[src/rtl/lsu_dmem_master_pkg.sv]
// Shared encodings for the LSU data-memory master.
// funct3 codes, dmem write types, FSM states and decode helpers.
package lsu_dmem_master_pkg;

  localparam logic [2:0] F3_LB  = 3'b000;
  localparam logic [2:0] F3_LH  = 3'b001;
  localparam logic [2:0] F3_LW  = 3'b010;
  localparam logic [2:0] F3_LBU = 3'b100;
  localparam logic [2:0] F3_LHU = 3'b101;
  localparam logic [2:0] F3_SB  = 3'b000;
  localparam logic [2:0] F3_SH  = 3'b001;
  localparam logic [2:0] F3_SW  = 3'b010;

  localparam logic [1:0] WR_NONE = 2'b00;
  localparam logic [1:0] WR_SB   = 2'b01;
  localparam logic [1:0] WR_SH   = 2'b10;
  localparam logic [1:0] WR_SW   = 2'b11;

  localparam logic [2:0] RD_WORD = 3'b000;

  typedef enum logic [2:0] {
    S_IDLE,
    S_LD0,
    S_LD1,
    S_ST,
    S_RESP
  } state_t;

  function automatic logic f3_legal(
    input logic       we,
    input logic [2:0] f3
  );
    if (we)
      return f3 == F3_SB || f3 == F3_SH ||
             f3 == F3_SW;
    return f3 == F3_LB || f3 == F3_LH ||
           f3 == F3_LW || f3 == F3_LBU ||
           f3 == F3_LHU;
  endfunction

  function automatic logic is_misaligned(
    input logic [1:0] sz,
    input logic [1:0] off
  );
    return (sz == 2'b01 && off[0]) ||
           (sz == 2'b10 && off != 2'b00);
  endfunction

  function automatic logic [1:0] wr_type_of(
    input logic [2:0] f3
  );
    case (f3)
      F3_SB:   return WR_SB;
      F3_SH:   return WR_SH;
      default: return WR_SW;
    endcase
  endfunction

  function automatic logic [31:0] lane_data(
    input logic [2:0]  f3,
    input logic [31:0] d
  );
    case (f3)
      F3_SB:   return {4{d[7:0]}};
      F3_SH:   return {2{d[15:0]}};
      default: return d;
    endcase
  endfunction

endpackage

[src/rtl/lsu_dmem_master_if.sv]
// Request/response channel and dmem port bundles.
// master drives the request side of each link.
interface lsu_req_if #(
  parameter int TAG_W = 5
);
  logic             i_req_valid;
  logic             o_req_ready;
  logic             i_req_we;
  logic [2:0]       i_req_funct3;
  logic [31:0]      i_req_addr;
  logic [31:0]      i_req_wdata;
  logic [TAG_W-1:0] i_req_tag;
  logic             o_rsp_valid;
  logic [31:0]      o_rsp_rdata;
  logic [TAG_W-1:0] o_rsp_tag;
  logic             o_rsp_err;

  modport master (
    output i_req_valid, i_req_we,
    output i_req_funct3, i_req_addr,
    output i_req_wdata, i_req_tag,
    input  o_req_ready, o_rsp_valid,
    input  o_rsp_rdata, o_rsp_tag,
    input  o_rsp_err
  );

  modport slave (
    input  i_req_valid, i_req_we,
    input  i_req_funct3, i_req_addr,
    input  i_req_wdata, i_req_tag,
    output o_req_ready, o_rsp_valid,
    output o_rsp_rdata, o_rsp_tag,
    output o_rsp_err
  );
endinterface

interface lsu_dmem_if;
  logic [31:0] o_dmem_addr;
  logic [31:0] o_dmem_wdata;
  logic [1:0]  o_dmem_wr_type;
  logic [2:0]  o_dmem_rd_type;
  logic        o_dmem_wr_en;
  logic        o_dmem_rd_en;
  logic [31:0] i_dmem_rdata;

  modport master (
    output o_dmem_addr, o_dmem_wdata,
    output o_dmem_wr_type, o_dmem_rd_type,
    output o_dmem_wr_en, o_dmem_rd_en,
    input  i_dmem_rdata
  );

  modport slave (
    input  o_dmem_addr, o_dmem_wdata,
    input  o_dmem_wr_type, o_dmem_rd_type,
    input  o_dmem_wr_en, o_dmem_rd_en,
    output i_dmem_rdata
  );
endinterface

[src/rtl/lsu_dmem_master_load_align.sv]
// Load lane select and sign/zero extension.
// Only the low three bytes of w1 can reach the result.
module lsu_load_align
  import lsu_dmem_master_pkg::*;
(
  input  logic [23:0] i_w1,
  input  logic [31:0] i_w0,
  input  logic [1:0]  i_off,
  input  logic [2:0]  i_funct3,
  output logic [31:0] o_data
);

  logic [31:0] w_sh;

  // shift {w1,w0} right by whole bytes
  always_comb begin
    w_sh = i_w0;
    unique case (i_off)
      2'd0: w_sh = i_w0;
      2'd1: w_sh = {i_w1[7:0], i_w0[31:8]};
      2'd2: w_sh = {i_w1[15:0], i_w0[31:16]};
      2'd3: w_sh = {i_w1[23:0], i_w0[31:24]};
      default: w_sh = i_w0;
    endcase
  end

  // extend to 32 bits per load kind
  always_comb begin
    o_data = '0;
    unique case (i_funct3)
      F3_LB:  o_data = {{24{w_sh[7]}}, w_sh[7:0]};
      F3_LH:  o_data = {{16{w_sh[15]}}, w_sh[15:0]};
      F3_LW:  o_data = w_sh;
      F3_LBU: o_data = {24'h0, w_sh[7:0]};
      F3_LHU: o_data = {16'h0, w_sh[15:0]};
      default: o_data = '0;
    endcase
  end

endmodule

[src/rtl/lsu_dmem_master.sv]
// LSU sequencer driving the data-memory port.
// Misaligned accesses become word reads or byte writes.
module lsu_dmem_master
  import lsu_dmem_master_pkg::*;
#(
  parameter bit SPLIT_MISALIGNED = 1'b1,
  parameter int TAG_W = 5
) (
  input logic        clk,
  input logic        rst,
  lsu_req_if.slave   req,
  lsu_dmem_if.master dmem
);

  state_t           r_state, w_state;
  logic [2:0]       r_f3, w_f3;
  logic [31:0]      r_addr, w_addr;
  logic [31:0]      r_wdata, w_wdata;
  logic [TAG_W-1:0] r_tag, w_tag;
  logic [31:0]      r_w0, w_w0;
  logic [1:0]       r_cnt, w_cnt;
  logic [1:0]       r_last, w_last;
  logic             r_mis, w_mis;

  logic [31:0]      r_d_addr, w_d_addr;
  logic [31:0]      r_d_wdata, w_d_wdata;
  logic [1:0]       r_d_wtype, w_d_wtype;
  logic             r_d_wen, w_d_wen;
  logic             r_d_ren, w_d_ren;
  logic             r_rsp_v, w_rsp_v;
  logic [31:0]      r_rsp_d, w_rsp_d;
  logic [TAG_W-1:0] r_rsp_t, w_rsp_t;
  logic             r_rsp_e, w_rsp_e;

  logic             w_req_mis;
  logic             w_req_err;
  logic [1:0]       w_cnt_inc;
  logic [31:0]      w_st_shift;
  logic [23:0]      w_al_w1;
  logic [31:0]      w_al_w0;
  logic [31:0]      w_al_data;

  assign w_req_mis = is_misaligned(
    req.i_req_funct3[1:0], req.i_req_addr[1:0]);
  assign w_req_err =
    !f3_legal(req.i_req_we, req.i_req_funct3) ||
    (w_req_mis && !SPLIT_MISALIGNED);
  assign w_cnt_inc = r_cnt + 2'd1;
  assign w_st_shift = r_wdata >> {w_cnt_inc, 3'b000};

  assign w_al_w1 = (r_state == S_LD1) ?
    dmem.i_dmem_rdata[23:0] : 24'h0;
  assign w_al_w0 = (r_state == S_LD1) ?
    r_w0 : dmem.i_dmem_rdata;

  lsu_load_align u_align (
    .i_w1     (w_al_w1),
    .i_w0     (w_al_w0),
    .i_off    (r_addr[1:0]),
    .i_funct3 (r_f3),
    .o_data   (w_al_data)
  );

  // next state and next registered outputs
  always_comb begin
    w_state   = r_state;
    w_f3      = r_f3;
    w_addr    = r_addr;
    w_wdata   = r_wdata;
    w_tag     = r_tag;
    w_w0      = r_w0;
    w_cnt     = r_cnt;
    w_last    = r_last;
    w_mis     = r_mis;
    w_d_addr  = '0;
    w_d_wdata = '0;
    w_d_wtype = WR_NONE;
    w_d_wen   = 1'b0;
    w_d_ren   = 1'b0;
    w_rsp_v   = 1'b0;
    w_rsp_d   = '0;
    w_rsp_t   = '0;
    w_rsp_e   = 1'b0;
    unique case (r_state)
      S_IDLE: if (req.i_req_valid) begin
        w_f3    = req.i_req_funct3;
        w_addr  = req.i_req_addr;
        w_wdata = req.i_req_wdata;
        w_tag   = req.i_req_tag;
        w_mis   = w_req_mis;
        w_cnt   = 2'd0;
        w_last  = req.i_req_funct3[1] ?
          2'd3 : 2'd1;
        if (w_req_err) begin
          w_state = S_RESP;
          w_rsp_v = 1'b1;
          w_rsp_e = 1'b1;
          w_rsp_t = req.i_req_tag;
        end else if (!req.i_req_we) begin
          w_state  = S_LD0;
          w_d_ren  = 1'b1;
          w_d_addr = req.i_req_addr & ~32'h3;
        end else begin
          w_state  = S_ST;
          w_d_wen  = 1'b1;
          w_d_addr = req.i_req_addr;
          if (w_req_mis) begin
            w_d_wtype = WR_SB;
            w_d_wdata = {4{req.i_req_wdata[7:0]}};
          end else begin
            w_d_wtype = wr_type_of(req.i_req_funct3);
            w_d_wdata = lane_data(req.i_req_funct3,
                                  req.i_req_wdata);
          end
        end
      end
      S_LD0: begin
        w_w0 = dmem.i_dmem_rdata;
        if (r_mis) begin
          w_state  = S_LD1;
          w_d_ren  = 1'b1;
          w_d_addr = (r_addr & ~32'h3) + 32'd4;
        end else begin
          w_state = S_RESP;
          w_rsp_v = 1'b1;
          w_rsp_d = w_al_data;
          w_rsp_t = r_tag;
        end
      end
      S_LD1: begin
        w_state = S_RESP;
        w_rsp_v = 1'b1;
        w_rsp_d = w_al_data;
        w_rsp_t = r_tag;
      end
      S_ST: begin
        if (r_mis && r_cnt != r_last) begin
          w_cnt     = w_cnt_inc;
          w_d_wen   = 1'b1;
          w_d_wtype = WR_SB;
          w_d_addr  = r_addr + {30'h0, w_cnt_inc};
          w_d_wdata = {4{w_st_shift[7:0]}};
        end else begin
          w_state = S_RESP;
          w_rsp_v = 1'b1;
          w_rsp_t = r_tag;
        end
      end
      S_RESP: w_state = S_IDLE;
      default: w_state = S_IDLE;
    endcase
  end

  // state, captured request and output registers
  always_ff @(posedge clk) begin
    if (rst) begin
      r_state   <= S_IDLE;
      r_f3      <= '0;
      r_addr    <= '0;
      r_wdata   <= '0;
      r_tag     <= '0;
      r_w0      <= '0;
      r_cnt     <= '0;
      r_last    <= '0;
      r_mis     <= 1'b0;
      r_d_addr  <= '0;
      r_d_wdata <= '0;
      r_d_wtype <= WR_NONE;
      r_d_wen   <= 1'b0;
      r_d_ren   <= 1'b0;
      r_rsp_v   <= 1'b0;
      r_rsp_d   <= '0;
      r_rsp_t   <= '0;
      r_rsp_e   <= 1'b0;
    end else begin
      r_state   <= w_state;
      r_f3      <= w_f3;
      r_addr    <= w_addr;
      r_wdata   <= w_wdata;
      r_tag     <= w_tag;
      r_w0      <= w_w0;
      r_cnt     <= w_cnt;
      r_last    <= w_last;
      r_mis     <= w_mis;
      r_d_addr  <= w_d_addr;
      r_d_wdata <= w_d_wdata;
      r_d_wtype <= w_d_wtype;
      r_d_wen   <= w_d_wen;
      r_d_ren   <= w_d_ren;
      r_rsp_v   <= w_rsp_v;
      r_rsp_d   <= w_rsp_d;
      r_rsp_t   <= w_rsp_t;
      r_rsp_e   <= w_rsp_e;
    end
  end

  assign req.o_req_ready     = (r_state == S_IDLE);
  assign req.o_rsp_valid     = r_rsp_v;
  assign req.o_rsp_rdata     = r_rsp_d;
  assign req.o_rsp_tag       = r_rsp_t;
  assign req.o_rsp_err       = r_rsp_e;
  assign dmem.o_dmem_addr    = r_d_addr;
  assign dmem.o_dmem_wdata   = r_d_wdata;
  assign dmem.o_dmem_wr_type = r_d_wtype;
  assign dmem.o_dmem_rd_type = RD_WORD;
  assign dmem.o_dmem_wr_en   = r_d_wen;
  assign dmem.o_dmem_rd_en   = r_d_ren;

endmodule

[src/flat_wrapper.sv]
// flat-port wrapper written by rule: the top's interface ports become plain ports
module lsu_dmem_master_flat import lsu_dmem_master_pkg::*;
#(
  parameter bit SPLIT_MISALIGNED = 1'b1,
  parameter int TAG_W = 5
)
  (clk, rst, req_i_req_valid, req_i_req_we, req_i_req_funct3, req_i_req_addr, req_i_req_wdata, req_i_req_tag, req_o_req_ready, req_o_rsp_valid, req_o_rsp_rdata, req_o_rsp_tag, req_o_rsp_err, dmem_o_dmem_addr, dmem_o_dmem_wdata, dmem_o_dmem_wr_type, dmem_o_dmem_rd_type, dmem_o_dmem_wr_en, dmem_o_dmem_rd_en, dmem_i_dmem_rdata);
  lsu_req_if #(.TAG_W(TAG_W)) req_i ();
  lsu_dmem_if dmem_i ();
  input logic clk;
  input logic rst;
  input wire logic [$bits(req_i.i_req_valid)-1:0] req_i_req_valid;
  input wire logic [$bits(req_i.i_req_we)-1:0] req_i_req_we;
  input wire logic [$bits(req_i.i_req_funct3)-1:0] req_i_req_funct3;
  input wire logic [$bits(req_i.i_req_addr)-1:0] req_i_req_addr;
  input wire logic [$bits(req_i.i_req_wdata)-1:0] req_i_req_wdata;
  input wire logic [$bits(req_i.i_req_tag)-1:0] req_i_req_tag;
  output wire logic [$bits(req_i.o_req_ready)-1:0] req_o_req_ready;
  output wire logic [$bits(req_i.o_rsp_valid)-1:0] req_o_rsp_valid;
  output wire logic [$bits(req_i.o_rsp_rdata)-1:0] req_o_rsp_rdata;
  output wire logic [$bits(req_i.o_rsp_tag)-1:0] req_o_rsp_tag;
  output wire logic [$bits(req_i.o_rsp_err)-1:0] req_o_rsp_err;
  output wire logic [$bits(dmem_i.o_dmem_addr)-1:0] dmem_o_dmem_addr;
  output wire logic [$bits(dmem_i.o_dmem_wdata)-1:0] dmem_o_dmem_wdata;
  output wire logic [$bits(dmem_i.o_dmem_wr_type)-1:0] dmem_o_dmem_wr_type;
  output wire logic [$bits(dmem_i.o_dmem_rd_type)-1:0] dmem_o_dmem_rd_type;
  output wire logic [$bits(dmem_i.o_dmem_wr_en)-1:0] dmem_o_dmem_wr_en;
  output wire logic [$bits(dmem_i.o_dmem_rd_en)-1:0] dmem_o_dmem_rd_en;
  input wire logic [$bits(dmem_i.i_dmem_rdata)-1:0] dmem_i_dmem_rdata;
  assign req_i.i_req_valid = req_i_req_valid;
  assign req_i.i_req_we = req_i_req_we;
  assign req_i.i_req_funct3 = req_i_req_funct3;
  assign req_i.i_req_addr = req_i_req_addr;
  assign req_i.i_req_wdata = req_i_req_wdata;
  assign req_i.i_req_tag = req_i_req_tag;
  assign req_o_req_ready = req_i.o_req_ready;
  assign req_o_rsp_valid = req_i.o_rsp_valid;
  assign req_o_rsp_rdata = req_i.o_rsp_rdata;
  assign req_o_rsp_tag = req_i.o_rsp_tag;
  assign req_o_rsp_err = req_i.o_rsp_err;
  assign dmem_o_dmem_addr = dmem_i.o_dmem_addr;
  assign dmem_o_dmem_wdata = dmem_i.o_dmem_wdata;
  assign dmem_o_dmem_wr_type = dmem_i.o_dmem_wr_type;
  assign dmem_o_dmem_rd_type = dmem_i.o_dmem_rd_type;
  assign dmem_o_dmem_wr_en = dmem_i.o_dmem_wr_en;
  assign dmem_o_dmem_rd_en = dmem_i.o_dmem_rd_en;
  assign dmem_i.i_dmem_rdata = dmem_i_dmem_rdata;
  lsu_dmem_master #(.SPLIT_MISALIGNED(SPLIT_MISALIGNED), .TAG_W(TAG_W)) u_core (.clk(clk), .rst(rst), .req(req_i), .dmem(dmem_i));
endmodule
[config.mk]
export PLATFORM = sky130hd
export DESIGN_NAME = lsu_dmem_master_flat
export DESIGN_NICKNAME = d
export VERILOG_FILES = /design/src/rtl/lsu_dmem_master_pkg.sv /design/src/rtl/lsu_dmem_master_if.sv /design/src/rtl/lsu_dmem_master_load_align.sv /design/src/rtl/lsu_dmem_master.sv /design/src/flat_wrapper.sv
export SDC_FILE = /design/constraint.sdc
export NUM_CORES = 1
export LEC_CHECK = 0
export ABC_CLOCK_PERIOD_IN_PS = 2560
export BUFFER_PORTS_ARGS = -buffer_cell sky130_fd_sc_hd__buf_4
export CAP_MARGIN = 20
export CORE_ASPECT_RATIO = 1.2
export CORE_MARGIN = 5
export CORE_UTILIZATION = 31
export DETAILED_ROUTE_END_ITERATION = 10
export PLACE_DENSITY = 0.62
export SETUP_SLACK_MARGIN = 0.05
export SLEW_MARGIN = 10
export SYNTH_ARGS = -nofsm -noshare
export SYNTH_HDL_FRONTEND = slang
export SYNTH_SLANG_ARGS = --single-unit
[constraint.sdc]
create_clock -name clk -period 2.56 [get_ports clk]
set_input_delay 0.128 -clock clk [delete_from_list [all_inputs] [get_ports clk]]
set_output_delay 0.128 -clock clk [all_outputs]
set_load 0.02 [all_outputs]
Word-level counts from Yosys, hierarchy flattened
Cells that the tools add are included.
- memory bits (read-only): 0
- bits of input ports: 108
- RAM bits: 0
- bits in latches: 0
- output and inout bits: 111
- register bits after elaboration: 219
- memories kept: 0
- reductions and logical operators: 18
- shifts and indexed selects: 1
- $mul: 0
- bitwise operators: 1
- add/subtract/negate cells: 3
- divide/modulo/power cells: 0
- multiplexer cells: 58
- equal/unequal tests: 20
- magnitude comparators: 0
- operator list (cell ; number):
    $mux 32 ; 11
    $pmux 32 s2 ; 3
    $pmux 32 s5 ; 1
    $pmux 32 s4 ; 1
    $pmux 32 s3 ; 1
    $add 32x2->32 ; 1
    $add 32x3->32 const B ; 1
    $shr 32x5->8 ; 1
    $mux 24 ; 1
    $mux 5 ; 4
    $pmux 5 s4 ; 1
    $mux 2 ; 9
    $mux 1 ; 15
    $eq 3x2->1 const B ; 4
    $eq 3x3->1 const B ; 4
    $mux 3 ; 4
    $pmux 2 s2 ; 3
    $pmux 3 s4 ; 1
    $eq 3x1->1 const B ; 3
    $logic_not 3->1 ; 3
    $eq 2x2->1 const B ; 3
    $logic_or 1x1->1 ; 5
    $eq 2x1->1 const B ; 2
    $ne 2x2->1 const B ; 2
    12 further kinds ; 17

Depth between registers and ports, before layout
Gate-level depths: netlist (run 1).
- depth in word-level cells: 9
- mapped depth: 10

Cells and area by module
A second synthesis (run 1) with hierarchy kept.
- cell total of the unflattened synthesis: 1244
- area, all modules: 10845.4 µm²
- by module, submodules not included (module ; area each (µm²) ; seq. area each (µm²) ; cells an instance ; instances):
    lsu_dmem_master ; 9606.7 ; 4364.2 ; 1131 ; 1
    lsu_load_align ; 1238.7 ; 0.0 ; 113 ; 1

Worst setup path before layout (run 1)
Ideal clock, no wire load.
- kind: reg2reg
- from: register u_core.r_cnt[1]
- to: register u_core.r_d_addr[29], in the netlist u_core.dmem.o_dmem_addr[29]
- period minus slack after synthesis: 2461 ps
- data arrival time: 2327 ps
- path slack: 99 ps
- stages on the path, launching flop included: 10
- cells stage by stage: dfxtp_1 buf_1 xor2_1 ha_1 a21o_1 a211oi_1 clkbuf_1 or3_1 o311ai_1 o211ai_1
- longest elaborated chain between the ends: 4
- RTL lines (what ; RTL line ; RTL):
    from (decl) ; lsu_dmem_master.sv:21 ; logic [1:0] r_cnt, w_cnt;
    from (signal assigned) ; lsu_dmem_master.sv:182 ; r_cnt <= w_cnt;
    $add 2x1->2 / $ne 2x2->1 (equally long branches) ; lsu_dmem_master.sv:48, lsu_dmem_master.sv:137 ;
    $add 32x2->32 / $logic_and 1x1->1 (equally long branches) ; lsu_dmem_master.sv:141, lsu_dmem_master.sv:137 ;
    $mux 32 (*) ; lsu_dmem_master.sv:137 ; if (r_mis && r_cnt != r_last) begin
    $pmux 32 s3 (*) ; lsu_dmem_master.sv:84 ; unique case (r_state)
    to (signal assigned) ; lsu_dmem_master.sv:185 ; r_d_addr <= w_d_addr;
    to (decl) ; lsu_dmem_master.sv:25 ; logic [31:0] r_d_addr, w_d_addr;
Mark *: on every way between the ends. The rest lies on a longest branch, timed or not.
A chain may end at the register's enable or synchronous reset.

Worst setup path in the final report (run 1)
- from: register u_core.r_state[0]
- to: register u_core.r_d_wdata[29], in the netlist u_core.dmem.o_dmem_wdata[29]
- longest elaborated chain between the ends: 2
- RTL lines (what ; RTL line ; RTL):
    from (decl) ; lsu_dmem_master.sv:15 ; state_t r_state, w_state;
    from (signal assigned) ; lsu_dmem_master.sv:176 ; r_state <= w_state;
    $eq 3x2->1 / $logic_not 3->1 (equally long branches) ; lsu_dmem_master.sv:84 ;
    $pmux 32 s2 (*) ; lsu_dmem_master.sv:84 ;
    to (signal assigned) ; lsu_dmem_master.sv:186 ; r_d_wdata <= w_d_wdata;
    to (decl) ; lsu_dmem_master.sv:26 ; logic [31:0] r_d_wdata, w_d_wdata;
Marked as above.

==> metrics.yaml, run 1 <==
clocking:
  htreeDepth: 1
  insertion_delay_ns: 0.55
  cts_sinks: 218
  cts.path.max_buffers: 3
  numCtsBuffers: 25
  root_buffer: "clkbuf_16"
  path_clk_slew_ns: 0.06
  cts_tree: "built"
synthesis:
  synth_area_leaders: "dfxtp_1 42%, nand2_1 9.3%, a21oi_1 7.9%, mux4_2 5.9%, nor2_1 2.6%"
  synth_commonest_cells: "257 x nand2_1, 218 x dfxtp_1, 164 x a21oi_1"
  synthArstFlopShare_pct: 0
  synth.most_common_cell: "nand2_1"
  synthCells: 1226
  syn_avg_cell_area_um2: 8.46
  yosysTopAreaCell: "dfxtp_1"
  synth_cell_types: 79
  synth_flop_cell: "dfxtp_1"
  synth-seq-cells: 218
  synth-edff-count: 0
  synth.top_cell.area_share_pct: 42.1
  yosysWarnings: 0
  synth_area_um2: 10400
  ys_seq_area_share_pct: 42.1
worst_hold_path:
  min_path_type: "in -> reg"
setup_path:
  cp.required_ns: 3.05
  reg2regPathDepth: 6
  r2r-start: "u_core.r_state[0]"
  cp.arrival_ns: 2.89
  crit_end: "u_core.dmem.o_dmem_wdata[29]"
  critPathMaxFanout: 14
  regToRegEndpoint: "u_core.dmem.o_dmem_wdata[29]"
  start_kind: "flop"
  worstSetupStartpoint: "u_core.r_state[0]"
  worstSetupPathType: "reg -> reg"
  regToRegSetupSlack_ns: 0.16
  cp-end-kind: "flop"
timing:
  worst_hold_slack_ns: 0.0342
  fin_tns_setup_ns: 0
  tightest_slew_ns: 0.779
  grt_setup_unrepaired: "no"
  maxSlewHeadroom_pct: 48.0
  period_share_pct: 93.7
  min_period_ns: 2.40
  setup_ws_ns: 0.161
  skew_ns: 0.00901
  drv_slew: 0
  fmax_ghz: 0.417
  hold_viol_final: 0
  setup_violations: 0
floorplan:
  die_x_um: 177
  dieArea_um2: 37200
  io_pins: 219
  start_util_pct: 31.4
  core_um2: 33100
  die_h_um: 210
  row_count: 73
pwr:
  pwr-share-clk_pct: 40.3
  netSwitchingPower_mw: 2.40
  comb_power_share_pct: 16.8
  power_leakage_nw: 5.75
  p_seq_share_pct: 42.9
  p_per_area_nw_per_um2: 598
  p_sw_share_pct: 27.8
  p_int_mw: 6.23
  vdd_ir_drop_max_mv: 0.448
routing:
  ant_nets: 0
  num_vias: 10289
  wire_per_inst_um: 18.0
  drt_wl_total_mm: 35.9
  first_iter_violations: 683
  drt_pass1_iterations: 5
  avgViaCountPerCell: 5.17
  drcViolationCount: 0
grt:
  grtUsageTotal_pct: 18.4
  grt_max_degree: 114
  grt_pass1_vias: 10109
  grt_overflow_total: 0
  antenna_found_initial: 0
  grt_pass1_wl_mm: 55.7
placed_design:
  placed_cells: 1836
  routabilityCongestion: 0.910
  io_buffers: 215
  dp_slack_ns: 0.211
  hpwl_mm: 24.8
outcome:
  outcome: "completed"
run:
  maxCapViolCount: 0
finish:
  fin_cells: 1991
  drive_above_1_share_pct: 24.4
  nFillCells: 3261
  nNetsFinal: 1636
  synthToLayoutAreaGrowth_pct: 39.0
  final_util_pct: 43.6
-- power groups by stage --
| stage | logic (mW) | registers [mW] | clock network (mW) |
|---|---|---|---|
| final | 1.45 | 3.70 | 3.47 |
| after global routing | 1.58 | 3.72 | 3.71 |
| after CTS | 1.45 | 3.70 | 3.57 |
| after detailed placement | 1.31 | 3.77 | 0 |
| after global placement | 1.30 | 3.77 | 0 |
| after floorplan | 0.766 | 3.77 | 0 |
-- cell usage in the layout (no fill, tap or decap), types with 11 or more instances in the layout --
cell type and count:
a21o_1 18, a21oi_1 163, and3_1 14, buf_4 259, clkbuf_16 25, dfxtp_1 217, dlygate4sd3_1 107, inv_1 19
mux2_2 12, mux2i_1 20, mux4_2 27, nand2_1 256, nand3_1 28, nor2_1 72, nor3_1 12, nor4_1 14
o211ai_1 15, o21ai_0 22, o21bai_1 21, o221ai_1 12, o31ai_1 12, xnor2_1 11
-- worst min-delay path by stage --
| stage | start | end | slack (ns) | cells after the start |
|---|---|---|---|---|
| 6_report | req_i_req_valid | u_core.r_state[1] | 0.03 | 5 |
| 5_1_grt | req_i_req_valid | u_core.r_state[2] | 0.07 | 5 |
| 4_1_cts | req_i_req_valid | u_core.r_state[1] | 0.03 | 5 |
| 3_5_place_dp | req_i_req_wdata[1] | u_core.dmem.o_dmem_wdata[1] | 0.36 | 2 |
| 3_3_place_gp | req_i_req_tag[2] | u_core.req.o_rsp_tag[2] | 0.36 | 2 |
| 2_1_floorplan | req_i_req_wdata[6] | u_core.dmem.o_dmem_wdata[6] | 0.24 | 2 |
-- registers in the layout, indices dropped and copies added, names as in the netlist --
name and cells:
u_core.dmem.o_dmem_wdata 32, u_core.req.o_rsp_err 1, u_core.r_state 3, u_core.r_cnt 2
u_core.req.o_rsp_rdata 32, u_core.r_addr 32, u_core.r_tag 5, u_core.dmem.o_dmem_rd_en 1
u_core.dmem.o_dmem_wr_en 1, u_core.r_wdata 32, u_core.req.o_rsp_tag 5, u_core.r_mis 1
u_core.r_w0 32, u_core.req.o_rsp_valid 1, u_core.dmem.o_dmem_addr 32, u_core.r_f3 3
u_core.r_last 1, u_core.dmem.o_dmem_wr_type 2
-- kinds of logic after synthesis --
kind of cell,after synthesis,share of synthesized area (%)
xor+xnor,16,1.42
compound gates,343,21.1
flops,218,42.1
simple gates,461,20.4
other cells,1,0.0361
buf+inv,123,5.15
mux,60,9.20
fa+ha+maj,4,0.555
-- final cells by class --
class | count | area [um2] | area share, %
diodes | 1 | 2.50 | 0.0173
clock buffers | 34 | 699 | 4.85
clock inverters | 9 | 90.1 | 0.625
inverters | 20 | 75.1 | 0.520
multi-input cells | 887 | 5500 | 38.1
flip-flops and latches | 218 | 4370 | 30.3
well taps | 450 | 563 | 3.90
repair buffers | 372 | 3130 | 21.7
-- timing repair --
action	CTS	global route
endpoints found under the setup margin	0	1
hold buffers	107	0
setup buffers	0	4
endpoints found under the hold margin	169	0
gates resized for setup	0	1
-- worst max-delay path, cell delays in order, from the launching register on --
cell and delay [ns]:
dfxtp_1 0.64, nand4b_1 0.26, a21oi_2 0.21, buf_4 0.27, and3_1 0.27, o21bai_1 0.13
dlygate4sd3_1 0.56
-- metal layers --
metal  vias up  track usage, %  part of all wire (%)
met3        83            2.76                   5.8
met2       344            31.6                    49
met4         0            8.03                   3.9
met1      4913            23.0                    41
li1       4949               -                     -
met5         -               0                     0
-- per-stage QoR --
| step | instance area, um2 | power (mW) |
|---|---|---|
| after floorplan | 10400 | 4.54 |
| after global placement | 12500 | 5.07 |
| after detailed placement | 12500 | 5.09 |
| after CTS | 14400 | 8.71 |
| after global routing | 14400 | 9.01 |
| final | 14400 | 8.63 |
(Power assumes the default switching activity.)
==> run 2, diff against run 1 <==
--- a/config.mk
+++ b/config.mk
@@ -13,6 +13,7 @@
 export CORE_UTILIZATION = 31
 export DETAILED_ROUTE_END_ITERATION = 10
 export PLACE_DENSITY = 0.62
+export RECOVER_POWER = 50
 export SETUP_SLACK_MARGIN = 0.05
 export SLEW_MARGIN = 10
 export SYNTH_ARGS = -nofsm -noshare
==> metrics.yaml, run 2 (same netlist as run 1, synthesis figures left out) <==
setup_path:
  crit_slowest_cell: "nor4b_1"
  cp-end-kind: "flop"
  worstSetupPathType: "reg -> reg"
  critPathBufInv: 1
  r2r-start: "u_core.r_state[1]"
  slowest_delay_ns: 0.69
  crit_family: "compound AO/OA/AOI/OAI gates"
  worstSetupStartpoint: "u_core.r_state[1]"
  critPathMaxFanout: 14
  start_kind: "flop"
  cp.required_ns: 2.99
  cp.arrival_ns: 2.87
  path_cells: "clkbuf_2 > nor4b_1 > o21a_1 > a2bb2oi_1 > a21oi_1"
routing:
  drt_pass1_iterations: 6
  drcViolationCount: 0
  wl_met3_mm: 1.97
  avgViaCountPerCell: 5.14
  num_vias: 10239
  m1WireLength_mm: 14.8
  highest_layer: "met4"
  ant_nets: 0
  drt_wl_total_mm: 35.9
  wl_met2_mm: 17.7
  wire_per_inst_um: 18.0
  first_iter_violations: 745
pwr:
  power_leakage_nw: 5.27
  netSwitchingPower_mw: 2.39
  pwr-share-clk_pct: 40.4
  p_seq_share_pct: 43.2
  p_per_area_nw_per_um2: 612
  p_sw_share_pct: 27.8
  vdd_ir_drop_max_mv: 0.432
  comb_power_share_pct: 16.4
  finalPower_mw: 8.57
  p_int_mw: 6.18
timing:
  skew_ns: 0.0115
  hold_viol_final: 0
  grt_setup_unrepaired: "no"
  fin_tns_setup_ns: 0
  worst_hold_slack_ns: 0.0335
  setup_violations: 0
  min_period_ns: 2.44
  fmax_ghz: 0.409
  tightest_slew_ns: 1.16
  maxSlewHeadroom_pct: 22.9
  period_share_pct: 95.5
  drv_slew: 0
grt:
  grt_overflow_total: 0
  grtUsageTotal_pct: 18.4
  antenna_found_initial: 0
  grt_pass1_vias: 10109
  grt_max_degree: 114
  grt_pass1_wl_mm: 55.7
outcome:
  outcome: "completed"
clocking:
  path_clk_slew_ns: 0.06
  htreeDepth: 1
  cts_sinks: 218
  insertion_delay_ns: 0.55
  cts.path.max_buffers: 3
  numCtsBuffers: 25
  cts_tree: "built"
  root_buffer: "clkbuf_16"
finish:
  multi_input_area_um2: 5490
  nNetsFinal: 1636
  fin_cells: 1992
  drive_above_1_share_pct: 17.1
  register_area_um2: 4370
  nFillCells: 3373
  final_cell_mix: "256 x nand2_1, 217 x dfxtp_1, 163 x a21oi_1, 148 x buf_4, 115 x clkbuf_1"
  synthToLayoutAreaGrowth_pct: 34.9
  final_common_cell: "nand2_1"
floorplan:
  die_x_um: 177
  io_pins: 219
  die_h_um: 210
  dieArea_um2: 37200
  core_um2: 33100
  start_util_pct: 31.4
  row_count: 73
placed_design:
  routabilityCongestion: 0.910
  hpwl_mm: 24.8
  placed_cells: 1836
  io_buffers: 215
worst_hold_path:
  worstHoldStart: "req_i_req_valid"
  min_path_type: "in -> reg"
run:
  maxCapViolCount: 0
run 2: cell types whose count changed in the layout (fill, tap and decap cells not counted), sizes merged:
cell    before  now
buf        265  154
clkbuf      34  145
diode        1    2
run 2: worst reg2reg max path: cells and delay by family, from the launching register on:
| kind | cells | cell delay, ns |
|---|---|---|
| buffers and inverters | 1 | 0.23 |
| AOI/OAI and AO/OA | 3 | 1.08 |
| DFF | 1 | 0.33 |
| and+or+nand+nor | 1 | 0.70 |
run 2: path summary, 6_finish.rpt:
check                                              endpoint  cells past startpoint  slack (ns)
worst max-delay path            u_core.dmem.o_dmem_addr[10]                      5        0.12
worst min-delay path                      u_core.r_state[1]                      5        0.03
worst max register to register  u_core.dmem.o_dmem_addr[10]                      5        0.12
worst min register to register            u_core.r_wdata[7]                      2        0.45
run 2: what timing repair did:
action,CTS,global route
resized for setup,0,1
endpoints found under the setup margin,0,1
hold endpoints to repair,169,0
hold buffers,107,0
buffers inserted,0,4
run 2: per-stage QoR:
step | setup WS, ns | area [um2] | util (%)
6_report | 0.115 | 14000 | 42.3
5_1_grt | 0.0673 | 14000 | 42.3
4_1_cts | 0.0760 | 14400 | 43.5
3_5_place_dp | 0.211 | 12500 | 37.9
3_3_place_gp | 0.287 | 12500 | 37.9
2_1_floorplan | 0.0991 | 10400 | -
run 2: area by class of cell:
cell class                 count  area share, %
multi-input combinational    887           39.2
sequential                   218           31.2
timing repair buffer         372           19.4
clock buffer                  34           5.00
tap                          450           4.02
clock inverter                 9          0.644
inverter                      20          0.536
antenna                        2         0.0358
run 2: power groups by stage:
| stage | logic [mW] | registers (mW) | clock network (mW) |
|---|---|---|---|
| floorplan | 0.766 | 3.77 | 0 |
| global placement | 1.30 | 3.77 | 0 |
| detailed placement | 1.31 | 3.77 | 0 |
| CTS | 1.45 | 3.70 | 3.57 |
| global route | 1.53 | 3.72 | 3.71 |
| finish | 1.41 | 3.70 | 3.47 |
run 2: per-layer routing:
metal | track usage, % | vias up
li1 | - | 4950
met1 | 23.0 | 4873
met2 | 31.6 | 332
met3 | 2.76 | 84
met4 | 8.03 | 0
met5 | 0 | -
==> run 3, diff against run 2 <==
--- a/config.mk
+++ b/config.mk
@@ -5,7 +5,7 @@
 export SDC_FILE = /design/constraint.sdc
 export NUM_CORES = 1
 export LEC_CHECK = 0
-export ABC_CLOCK_PERIOD_IN_PS = 2560
+export ABC_CLOCK_PERIOD_IN_PS = 2000
 export BUFFER_PORTS_ARGS = -buffer_cell sky130_fd_sc_hd__buf_4
 export CAP_MARGIN = 20
 export CORE_ASPECT_RATIO = 1.2
==> constraint.sdc (replaced) <==
create_clock -name clk -period 2 [get_ports clk]
set_input_delay 0.1 -clock clk [delete_from_list [all_inputs] [get_ports clk]]
set_output_delay 0.1 -clock clk [all_outputs]
set_load 0.02 [all_outputs]
==> metrics.yaml, run 3 (same netlist as run 1, synthesis figures left out) <==
clocking:
  cts_tree: "built"
  path_clk_slew_ns: 0.06
  numCtsBuffers: 24
  root_buffer: "clkbuf_16"
  insertion_delay_ns: 0.54
  cts.path.max_buffers: 3
  htreeDepth: 1
  cts_sinks: 218
setup_path:
  critPathMaxFanout: 6
  cp-end-kind: "flop"
  cp.arrival_ns: 2.44
  start_kind: "flop"
  crit_slowest_cell: "mux4_2"
  reg2regPathDepth: 8
  slowest_delay_ns: 0.45
  cp.required_ns: 2.42
  cp_common_cell: "buf_6"
  path_cells: "nor3b_4 > buf_6 > buf_6 > buf_16 > mux2i_2 > inv_1 > mux4_2 > a21o_1"
  worstSetupPathType: "reg -> reg"
timing:
  grt_setup_unrepaired: "yes"
  setup_ws_ns: -0.0239
  fin_tns_setup_ns: -0.126
  worst_hold_slack_ns: 0.0333
  tightest_slew_ns: 0.926
  hold_viol_final: 0
  skew_ns: 0.0227
  min_period_ns: 2.02
  drv_slew: 0
  period_share_pct: 101
  setup_violations: 14
  maxSlewHeadroom_pct: 38.3
  fmax_ghz: 0.494
finish:
  final_common_cell: "nand2_1"
  nFillCells: 3223
  register_area_um2: 4400
  drive_above_1_share_pct: 29.6
  final_design_area_no_fill_um2: 15900
  final_util_pct: 48.0
  final_cell_mix: "255 x nand2_1, 244 x buf_4, 202 x dfxtp_1, 149 x a21oi_1, 111 x clkbuf_1"
  multi_input_area_um2: 6160
  synthToLayoutAreaGrowth_pct: 53.1
  nNetsFinal: 1757
  fin_cells: 2114
floorplan:
  die_x_um: 177
  die_h_um: 210
  row_count: 73
  dieArea_um2: 37200
  start_util_pct: 31.4
  io_pins: 219
  core_um2: 33100
routing:
  drt_wl_total_mm: 39.0
  drcViolationCount: 0
  drt_pass1_iterations: 5
  ant_nets: 0
  num_vias: 10925
  wire_per_inst_um: 18.4
  first_iter_violations: 941
  avgViaCountPerCell: 5.17
grt:
  grtUsageTotal_pct: 19.4
  antenna_found_initial: 1
  grt_overflow_total: 0
  grt_pass1_wl_mm: 58.3
  grt_pass1_vias: 10581
  grt_max_degree: 66
placed_design:
  placed_area_um2: 13400
  io_buffers: 215
  placed_cells: 1935
  dp_slack_ns: -0.0712
  routabilityCongestion: 0.924
  hpwl_mm: 26.1
run:
  maxCapViolCount: 0
pwr:
  vdd_ir_drop_max_mv: 0.636
  finalPower_mw: 11.5
  power_leakage_nw: 6.23
  p_per_area_nw_per_um2: 721
outcome:
  outcome: "finished, violations left"
  violations: "negative setup slack"
worst_hold_path:
  whs_path_depth: 4
  min_path_type: "in -> reg"
==> run 3: changes by cell type in the layout (fill, tap and decap cells not counted), moves of 10 or more <==
cell and delta:
buf_6 +22, mux2_2 -10, o31ai_1 -10, a21oi_1 -14, mux2_4 +10, a21oi_2 +12
buf_4 +96, dfxtp_1 -15
==> run 3: final cells by class <==
class | count | share of cell area (%)
Tap cell | 450 | 3.55
Antenna cell | 2 | 0.0315
Timing Repair Buffer | 494 | 24.4
Inverter | 20 | 0.473
Clock buffer | 35 | 4.55
Sequential cell | 218 | 27.7
Multi-Input combinational cell | 887 | 38.8
Clock inverter | 8 | 0.496
==> run 3: worst max-delay path, delay by kind of cell (launching register included) <==
family	cells	cell delay, ns
mux	2	0.68
simple gates	1	0.18
compound gates	1	0.17
flops	1	0.37
buf+inv	4	0.51
==> run 3: report_power, final <==
group	switching, mW	internal, mW	total, mW
Clock	1.87	2.64	4.52
Sequential	0.140	4.56	4.69
Combinational	1.21	1.03	2.24
Total	3.22	8.23	11.5
==> run 3: metal layers <==
metal  wire [um]  global-route usage [%]  up-vias
li1            -                       -     5204
met2       19800                    34.3      435
met1       15500                    24.0     5199
met4        1320                    7.15        0
met5           0                       0        -
met3        2370                    2.60       87
==> run 3: repair_timing <==
| item | in CTS | in global routing |
|---|---|---|
| buffers inserted | 11 | 12 |
| endpoints found under the hold margin | 174 | 0 |
| resized for setup | 48 | 112 |
| pin swaps | 10 | 39 |
| setup endpoints to repair | 40 | 71 |
| hold buffers | 106 | 0 |
| cloned | 4 | 2 |
==> run 3: worst paths after layout <==
kind                                    startpoint                    endpoint  slack [ns]
worst max-delay path             u_core.r_state[0]  u_core.req.o_rsp_rdata[19]       -0.02
worst min-delay path            req_i_req_addr[24]           u_core.r_addr[24]        0.03
worst max register to register   u_core.r_state[0]  u_core.req.o_rsp_rdata[19]       -0.02
worst min register to register  u_core.r_wdata[24]          u_core.r_wdata[24]        0.45
